===== src/rtl/wb_pkg.sv =====
// Shared types and constants for the register-file writeback path.
package wb_pkg;

  localparam int XLEN       = 32;
  localparam int REG_ADDR_W = 5;

  typedef struct packed {
    logic [REG_ADDR_W-1:0] rd;
    logic [XLEN-1:0]       data;
  } wb_entry_t;

  typedef enum logic [1:0] {
    WB_NONE,
    WB_ALU,
    WB_FIFO,
    WB_BYPASS
  } wb_src_e;

endpackage


===== src/rtl/wb_fifo.sv =====
// Small first-word-fall-through FIFO holding load results awaiting an RF write slot.
module wb_fifo
  import wb_pkg::*;
#(
  parameter int DEPTH = 2
) (
  input  logic      clk_i,
  input  logic      reset_ni,
  input  logic      push,
  input  wb_entry_t push_entry,
  input  logic      pop,
  output logic      full,
  output logic      empty,
  output wb_entry_t head
);

  localparam int PW = (DEPTH > 1) ? $clog2(DEPTH) : 1;
  localparam int CW = $clog2(DEPTH + 1);

  wb_entry_t       mem_reg [DEPTH];
  logic [PW-1:0]   wr_ptr_reg, wr_ptr_next;
  logic [PW-1:0]   rd_ptr_reg, rd_ptr_next;
  logic [CW-1:0]   count_reg, count_next;
  logic            do_push, do_pop;

  function automatic logic [PW-1:0] ptr_inc(input logic [PW-1:0] p);
    return (p == PW'(DEPTH - 1)) ? '0 : p + 1'b1;
  endfunction

  assign full    = (count_reg == CW'(DEPTH));
  assign empty   = (count_reg == '0);
  assign head    = mem_reg[rd_ptr_reg];
  assign do_pop  = pop && !empty;
  assign do_push = push && (!full || do_pop);

  always_comb begin
    wr_ptr_next = do_push ? ptr_inc(wr_ptr_reg) : wr_ptr_reg;
    rd_ptr_next = do_pop  ? ptr_inc(rd_ptr_reg) : rd_ptr_reg;
    count_next  = count_reg;
    if (do_push && !do_pop)
      count_next = count_reg + 1'b1;
    else if (do_pop && !do_push)
      count_next = count_reg - 1'b1;
  end

  always_ff @(posedge clk_i or negedge reset_ni) begin
    if (!reset_ni) begin
      wr_ptr_reg <= '0;
      rd_ptr_reg <= '0;
      count_reg  <= '0;
    end else begin
      wr_ptr_reg <= wr_ptr_next;
      rd_ptr_reg <= rd_ptr_next;
      count_reg  <= count_next;
    end
  end

  // Storage needs no reset: occupancy alone decides what is valid.
  always_ff @(posedge clk_i) begin
    if (do_push)
      mem_reg[wr_ptr_reg] <= push_entry;
  end

endmodule


===== src/rtl/rf_writeback_arbiter.sv =====
// Owns the RF write port: merges ALU results with buffered loads and tracks pending loads.
module rf_writeback_arbiter
  import wb_pkg::*;
#(
  parameter int DEPTH      = 2,
  parameter int STARVE_MAX = 4
) (
  input  logic                  clk_i,
  input  logic                  reset_ni,
  input  logic                  alu_valid_i,
  output logic                  alu_ready_o,
  input  logic [REG_ADDR_W-1:0] alu_rd_i,
  input  logic [XLEN-1:0]       alu_data_i,
  input  logic                  ld_valid_i,
  output logic                  ld_ready_o,
  input  logic [REG_ADDR_W-1:0] ld_rd_i,
  input  logic [XLEN-1:0]       ld_data_i,
  input  logic                  iss_valid_i,
  input  logic [REG_ADDR_W-1:0] iss_rd_i,
  output logic                  regwrite_o,
  output logic [REG_ADDR_W-1:0] rd_o,
  output logic [XLEN-1:0]       wd_o,
  output logic [XLEN-1:0]       busy_o
);

  localparam int SW = $clog2(STARVE_MAX + 1);

  logic                  fifo_full, fifo_empty;
  wb_entry_t             fifo_head;
  logic                  force_ld, ld_acc, ld_waiting;
  logic                  push, pop, load_wr;
  wb_src_e               win_src;
  wb_entry_t             win_entry;
  logic [SW-1:0]         starve_reg, starve_next;
  logic                  regwrite_reg;
  logic [REG_ADDR_W-1:0] rd_reg;
  logic [XLEN-1:0]       wd_reg;
  logic [XLEN-1:0]       busy_reg, busy_next;
  logic [XLEN-1:0]       set_mask, clr_mask;

  wb_fifo #(.DEPTH(DEPTH)) u_fifo (
    .clk_i      (clk_i),
    .reset_ni   (reset_ni),
    .push       (push),
    .push_entry ({ld_rd_i, ld_data_i}),
    .pop        (pop),
    .full       (fifo_full),
    .empty      (fifo_empty),
    .head       (fifo_head)
  );

  assign force_ld    = (starve_reg == SW'(STARVE_MAX)) && !fifo_empty;
  assign alu_ready_o = !force_ld;
  assign ld_ready_o  = !fifo_full;
  assign ld_acc      = ld_valid_i && ld_ready_o;

  always_comb begin
    win_src   = WB_NONE;
    win_entry = '0;
    if (alu_valid_i && !force_ld) begin
      win_src   = WB_ALU;
      win_entry = {alu_rd_i, alu_data_i};
    end else if (!fifo_empty) begin
      win_src   = WB_FIFO;
      win_entry = fifo_head;
    end else if (ld_acc) begin
      win_src   = WB_BYPASS;
      win_entry = {ld_rd_i, ld_data_i};
    end
  end

  assign push    = ld_acc && (win_src != WB_BYPASS);
  assign pop     = (win_src == WB_FIFO);
  assign load_wr = (win_src == WB_FIFO) || (win_src == WB_BYPASS);

  // A load arriving this cycle behind an ALU win already counts as waiting.
  assign ld_waiting = !fifo_empty || push;

  always_comb begin
    starve_next = starve_reg;
    if (pop || !ld_waiting)
      starve_next = '0;
    else if (win_src == WB_ALU && starve_reg != SW'(STARVE_MAX))
      starve_next = starve_reg + 1'b1;
  end

  assign set_mask[0] = 1'b0;
  assign clr_mask[0] = 1'b0;
  for (genvar gi = 1; gi < XLEN; gi++) begin : g_sb
    assign set_mask[gi] = iss_valid_i && (iss_rd_i == REG_ADDR_W'(gi));
    assign clr_mask[gi] = load_wr && (win_entry.rd == REG_ADDR_W'(gi));
  end

  // Set after clear so a re-issue in the same cycle keeps the register pending.
  assign busy_next = (busy_reg & ~clr_mask) | set_mask;

  always_ff @(posedge clk_i or negedge reset_ni) begin
    if (!reset_ni) begin
      starve_reg   <= '0;
      busy_reg     <= '0;
      regwrite_reg <= 1'b0;
      rd_reg       <= '0;
      wd_reg       <= '0;
    end else begin
      starve_reg <= starve_next;
      busy_reg   <= busy_next;
      if (win_src != WB_NONE) begin
        regwrite_reg <= (win_entry.rd != '0);
        rd_reg       <= win_entry.rd;
        wd_reg       <= win_entry.data;
      end else begin
        regwrite_reg <= 1'b0;
      end
    end
  end

  assign regwrite_o = regwrite_reg;
  assign rd_o       = rd_reg;
  assign wd_o       = wd_reg;
  assign busy_o     = busy_reg;

`ifndef SYNTHESIS
  always @(posedge clk_i) begin
    if (reset_ni && iss_valid_i && iss_rd_i != '0)
      assert (!busy_reg[iss_rd_i] || clr_mask[iss_rd_i]);
  end
`endif

endmodule


===== config.mk =====
export PLATFORM = sky130hd
export DESIGN_NAME = rf_writeback_arbiter
export DESIGN_NICKNAME = d
export VERILOG_FILES = /design/src/rtl/wb_pkg.sv /design/src/rtl/wb_fifo.sv /design/src/rtl/rf_writeback_arbiter.sv
export SDC_FILE = /design/constraint.sdc
export NUM_CORES = 1
export LEC_CHECK = 0
export CORE_UTILIZATION = 50
export CTS_CLUSTER_SIZE = 14
export DETAILED_ROUTE_END_ITERATION = 10
export PLACE_DENSITY = 0.8
export SLEW_MARGIN = 20
export SYNTH_ARGS = -nofsm -noshare
export SYNTH_HDL_FRONTEND = slang
export SYNTH_SLANG_ARGS = --single-unit

===== constraint.sdc =====
create_clock -name clk_i -period 4 [get_ports clk_i]
set_clock_uncertainty 0.05 [all_clocks]
set_input_delay 0.8 -clock clk_i [delete_from_list [all_inputs] [get_ports clk_i]]
set_output_delay 0.8 -clock clk_i [all_outputs]
set_load 0.005 [all_outputs]

# Yosys cells after proc, flatten, opt, wreduce, memory -nomap -nowiden
# Memories as Yosys holds them, arrays and structs flattened.
# Cells that the tools add are included.
[totals]
regBits = 77
ramBits = 74
elab_cells = 187
n_memories = 1
[mem_list]
columns = ["memory", "depth", "word_bits", "read_ports", "rd_clocked_by_memory_dff", "wr", "line_no", "rtl"]
rows = [
  ["u_fifo.mem_reg", 2, 37, 1, 0, 1, "wb_fifo.sv:20", "wb_entry_t mem_reg [DEPTH];"],
]
[op_classes]
add_sub_neg = 5
n_eq_ne = 69
mux = 15
bitwise = 3
reduce_logical = 86
[ops]
columns = ["operator", "n"]
rows = [
  ["equality test 5 bit, second input constant", 32],
  ["two-way mux 37 bit", 3],
  ["equality test 5 x 4 -> 1 bit, second input constant", 16],
  ["logical AND 1 bit", 71],
  ["equality test 5 x 3 -> 1 bit, second input constant", 8],
  ["AND 32 bit", 1],
  ["NOT 32 bit", 1],
  ["OR 32 bit", 1],
  ["equality test 5 x 2 -> 1 bit, second input constant", 4],
  ["equality test 5 x 1 -> 1 bit, second input constant", 2],
  ["two-way mux 2 bit", 5],
  ["equality test 2 bit, second input constant", 3],
  ["logical NOT 1 bit", 6],
  ["two-way mux 3 bit", 2],
  ["nonzero test 2 bit", 3],
  ["two-way mux 1 bit", 5],
  ["nonzero test 5 bit", 1],
  ["logical OR 1 bit", 4],
  ["adder 3 x 1 -> 3 bit, second input constant", 1],
  ["equality test 3 bit, second input constant", 1],
  ["!= test 3 bit, second input constant", 1],
  ["adder 1 bit, second input constant", 2],
  ["adder 2 x 1 -> 2 bit, second input constant", 1],
  ["equality test 2 x 1 -> 1 bit, second input constant", 1],
  ["3 further kinds", 3],
]

# Logic depth before layout (Yosys ltp)
[logic_depth]
ltp_word = 14
ltp_mapped = 10
mapped_depth_nobuf = 9

# Cells and area by module
# From an unflattened synthesis, not the netlist that was laid out.
[hier_totals]
hier_cells = 527
area_unflattened_um2 = 6698.9
[by_module_without_submodules]
columns = ["mod", "instances", "cells_per_inst", "area_per_inst_um2", "seq_area_each_um2"]
rows = [
  ["rf_writeback_arbiter", 1, 392, 3736.1, 1801.7],
  ["wb_fifo", 1, 135, 2962.8, 2322.2],
]

# Worst setup path after synthesis
# Ideal clock, no wire load.
[synth_timing]
path_kind = "in2reg"
from = "input ld_valid_i"
to = "memory u_fifo.mem_reg[0][0] (netlist bit), enable pin"
setup_time_ps = 431
arrival_time_ps = 2941
t_required_ps = 3519
setup_slack_ps = 578
path_stages = 3
path_cell_list = "clkbuf_1 -> o21ai_0 -> nor2_1"
[synth_between]
elab_chain_cells = 10
[synth_rtl]
columns = ["item", "line_no", "rtl"]
rows = [
  ["from (decl)", "rf_writeback_arbiter.sv:14", "input logic ld_valid_i,"],
  ["logical AND 1 bit (*)", "rf_writeback_arbiter.sv:55", "assign ld_acc = ld_valid_i && ld_ready_o;"],
  ["two-way mux 2 bit", "rf_writeback_arbiter.sv:66", "end else if (ld_acc) begin"],
  ["two-way mux 2 bit", "rf_writeback_arbiter.sv:63", "end else if (!fifo_empty) begin"],
  ["two-way mux 2 bit", "rf_writeback_arbiter.sv:60", "if (alu_valid_i && !force_ld) begin"],
  ["equality test 2 bit", "rf_writeback_arbiter.sv:73", "assign pop = (win_src == WB_FIFO);"],
  ["logical AND 1 bit", "wb_fifo.sv:33", "assign do_pop = pop && !empty;"],
  ["logical OR 1 bit", "wb_fifo.sv:34", "assign do_push = push && (!full || do_pop);"],
  ["logical AND 1 bit (*)", "wb_fifo.sv:34", ""],
  ["two-way mux 1 bit (*)", "wb_fifo.sv:60", "if (do_push)"],
  ["two-way mux 1 bit (not written as such) (*)", "wb_fifo.sv:61", "mem_reg[wr_ptr_reg] <= push_entry;"],
  ["to (decl)", "wb_fifo.sv:20", ""],
]
# Every way passes the cells marked *; elsewhere a longest branch is shown, timed or not.

# Final worst setup path
[layout_timing]
from = "input alu_valid_i"
to = "memory u_fifo.mem_reg[1][30] (netlist bit), enable pin"
[layout_between]
elab_chain_cells = 8
[layout_rtl]
columns = ["item", "line_no", "rtl"]
rows = [
  ["from (decl)", "rf_writeback_arbiter.sv:10", "input logic alu_valid_i,"],
  ["logical AND 1 bit (*)", "rf_writeback_arbiter.sv:60", ""],
  ["two-way mux 2 bit (*)", "rf_writeback_arbiter.sv:60", ""],
  ["equality test 2 bit", "rf_writeback_arbiter.sv:73", ""],
  ["logical AND 1 bit", "wb_fifo.sv:33", ""],
  ["logical OR 1 bit", "wb_fifo.sv:34", ""],
  ["logical AND 1 bit (*)", "wb_fifo.sv:34", ""],
  ["two-way mux 1 bit (*)", "wb_fifo.sv:60", ""],
  ["two-way mux 1 bit (not written as such) (*)", "wb_fifo.sv:61", ""],
]
# Marks and branches as above.

==> flow_metrics.py <==
metrics = {
    "pwr": {
        "power.leakage_uw": 0.00334,
        "power_uw": 6210,
        "power.density_mw_per_mm2": 702,
        "ir_worst_vdd_v": 0.000427,
    },
    "clock_tree": {
        "cts_setup_buffers": 0,
        "cts.sinks": 150,
        "htree_levels": 4,
        "cts_buffers": 17,
        "clk_latency_ps": 410,
        "cts_resized": 0,
        "ctsLongestPathBuffers": 2,
        "root_buffer": "clkbuf_16",
        "ctsHoldBuffers": 0,
        "cts_tree": "yes",
        "clkTransAtPathRegs_ps": 60,
    },
    "global_route": {
        "grt_pass1_wl_um": 26000,
        "grt_max_degree": 77,
        "grt_antenna_before_repair": 0,
        "grt_pass1_vias": 5232,
        "overflow": 0,
        "grt.total_usage_pct": 25.3,
    },
    "logic_synthesis": {
        "async_reset_ff_share_pct": 50.7,
        "ys_top_cells_by_area": "edfxtp_1 33%, dfrtp_1 29%, mux2i_1 5.3%, o21ai_0 4.2%, a22oi_1 3.8%",
        "avgSynthCellArea_um2": 12.1,
        "synth_top_area_cell": "edfxtp_1",
        "synthCells": 550,
        "yosysTopAreaCellShare_pct": 33.5,
        "synth.net_count": 637,
        "syn-cell-area_mm2": 0.00663,
        "ys_seq_elements": 150,
        "synth_ff_type": "dfrtp_1",
        "yosysSeqAreaShare_pct": 62.2,
        "ys_types": 54,
        "synth_edf_count": 74,
        "ys_warn_count": 0,
    },
    "drt": {
        "vias": 5205,
        "drtIter0Drc": 436,
        "wire_per_inst_um": 19.2,
        "finalWirelength_um": 17000,
        "ant_nets": 0,
        "drc_errors": 0,
        "dr.pass1.iters": 5,
        "routed_via_density": 5.89,
    },
    "placement": {
        "post-dp-hpwl_um": 11500,
        "gp_congestion": 0.839,
        "port_buffers": 154,
        "dp_slack_ps": 721,
    },
    "hold_path": {
        "hold_depth": 2,
        "min_from": "rd_o[1]",
        "hold_class": "flop to flop",
    },
    "layout": {
        "largest_reg_flops": 74,
        "nFillCells": 876,
        "fin_util_pct": 69.3,
        "nets": 785,
        "antenna_cells": 0,
        "layout_commonest_cell": "clkdlybuf4s50_1",
        "mostFrequentLayoutCells": "152 x clkdlybuf4s50_1, 75 x dfrtp_1, 74 x edfxtp_1",
        "areaGrowthSynthToFinish_pct": 33.3,
        "drive_above_1_share_pct": 7.88,
    },
    "setup_path": {
        "arrival_ps": 2850,
        "path_buf_inv": 3,
        "path_cells": "clkdlybuf4s50_1, inv_1, nor2_1, o21ai_0, inv_1, and2_2",
        "crit_fanout": 37,
        "worstPathRequired_ps": 3980,
        "path_class": "input pin to flop",
        "cp_top_family": "buffers and inverters",
        "crit_path_end": "u_fifo.mem_reg[1][30]",
        "cp_slowest_cell": "and2_2",
        "r2r-start": "starve_reg[0]",
        "r2r_end": "u_fifo.count_reg[1]",
        "startpoint": "alu_valid_i",
        "crit_path_frequent_cell": "inv_1",
        "cp-end-kind": "flop",
        "cp_num_cells": 6,
        "reg2reg_depth": 9,
        "startpoint_type": "input pin",
        "max_stage_delay_ps": 770,
        "regToRegSetupSlack_ps": 1580,
    },
    "die": {
        "core_area_mm2": 0.0128,
        "die_area_mm2": 0.0137,
        "die_width_um": 117,
        "io_pins": 156,
        "rows": 41,
        "initial_utilization_pct": 51.9,
        "die_h_um": 117,
    },
    "run_status": {
        "outcome": "complete, no violations",
    },
    "sta": {
        "max_freq_mhz": 349,
        "layout_min_cycle_time_ps": 2870,
        "rsz0062_at_grt": "false",
        "finalSetupViolations": 0,
        "slew_viol_final": 0,
        "worst_pin_slew_ps": 998,
        "setup_ws_ps": 1130,
        "hold_violations": 0,
        "fin_crit_sh_pct": 71.7,
        "finalSetupTns_ps": 0,
        "slew_headroom_pct": 33.4,
    },
    "job": {
        "drv_cap": 0,
    },
}
[cell type report]
class | instances | area, µm² | share of cell area [%]
clock inverters | 10 | 121 | 1.37
repair buffers | 161 | 1590 | 17.9
multi-input cells | 361 | 2320 | 26.2
inverters | 7 | 26.3 | 0.297
well taps | 172 | 215 | 2.43
clock buffers | 22 | 454 | 5.13
flip-flops and latches | 150 | 4130 | 46.6
[metal layers]
metal	track usage, %	vias up	share of wire [%]	routed length [µm]
met5	0	-	0	0
met4	11.6	0	3.2	541
met3	5.10	50	5.9	1000
met2	42.0	218	51	8700
met1	32.1	2563	40	6730
li1	-	2374	-	-
[worst min path at each step]
stage                        end
6_report                 rd_o[1]
5_1_grt                  rd_o[3]
4_1_cts                  rd_o[3]
3_5_place_dp             rd_o[3]
3_3_place_gp             rd_o[3]
2_1_floorplan  u_fifo.wr_ptr_reg
[worst register-to-register path, stage by stage (launching register included)]
cell	delay, ps
dfrtp_1	390
inv_1	110
ha_1	220
nand2_1	140
o21ai_4	470
nand2_1	220
ha_1	250
xor2_1	150
nor2_1	170
xor2_1	180
[synthesized netlist by cell type, drive strengths merged (2+ instances only)]
cell,instances
dfrtp,76
edfxtp,74
o21ai,72
nor2,49
nand2,42
mux2i,39
a22oi,34
a31oi,33
buf,22
o31ai,18
clkbuf,10
nor3,10
inv,7
nand2b,6
a21oi,5
nand3,5
nor2b,5
a211oi,4
mux2,4
ha,3
o211ai,3
or2,3
or3b,3
xnor2,3
nand3b,2
nand4,2
nand4bb,2
xor2,2
[kinds of logic after synthesis]
kind of cell | after synthesis | synth area share [%]
and+or+nand+nor | 132 | 9.39
adders and majority gates | 3 | 0.566
xor gates and xnor gates | 5 | 0.660
other | 1 | 0.0565
muxes | 43 | 7.11
DFF | 150 | 62.2
buffers and inverters | 39 | 3.15
AOI/OAI and AO/OA | 177 | 16.9
[power breakdown]
group,total (µW),switching [µW],internal (µW),leakage [µW]
Combinational,2200,1090,1110,0.00147
Clock,1550,613,940,0.000276
Sequential,2450,321,2130,0.00160
Total,6210,2030,4180,0.00334
[metrics by stage]
stage	cell area (µm²)	hold WS (ps)	instances
floorplan	6630	410	550
finish	8850	437	883
detailed placement	8270	430	851
global placement	8270	414	851
CTS	8850	444	883
global route	8850	462	883
Power figures use the tool's default switching activity.
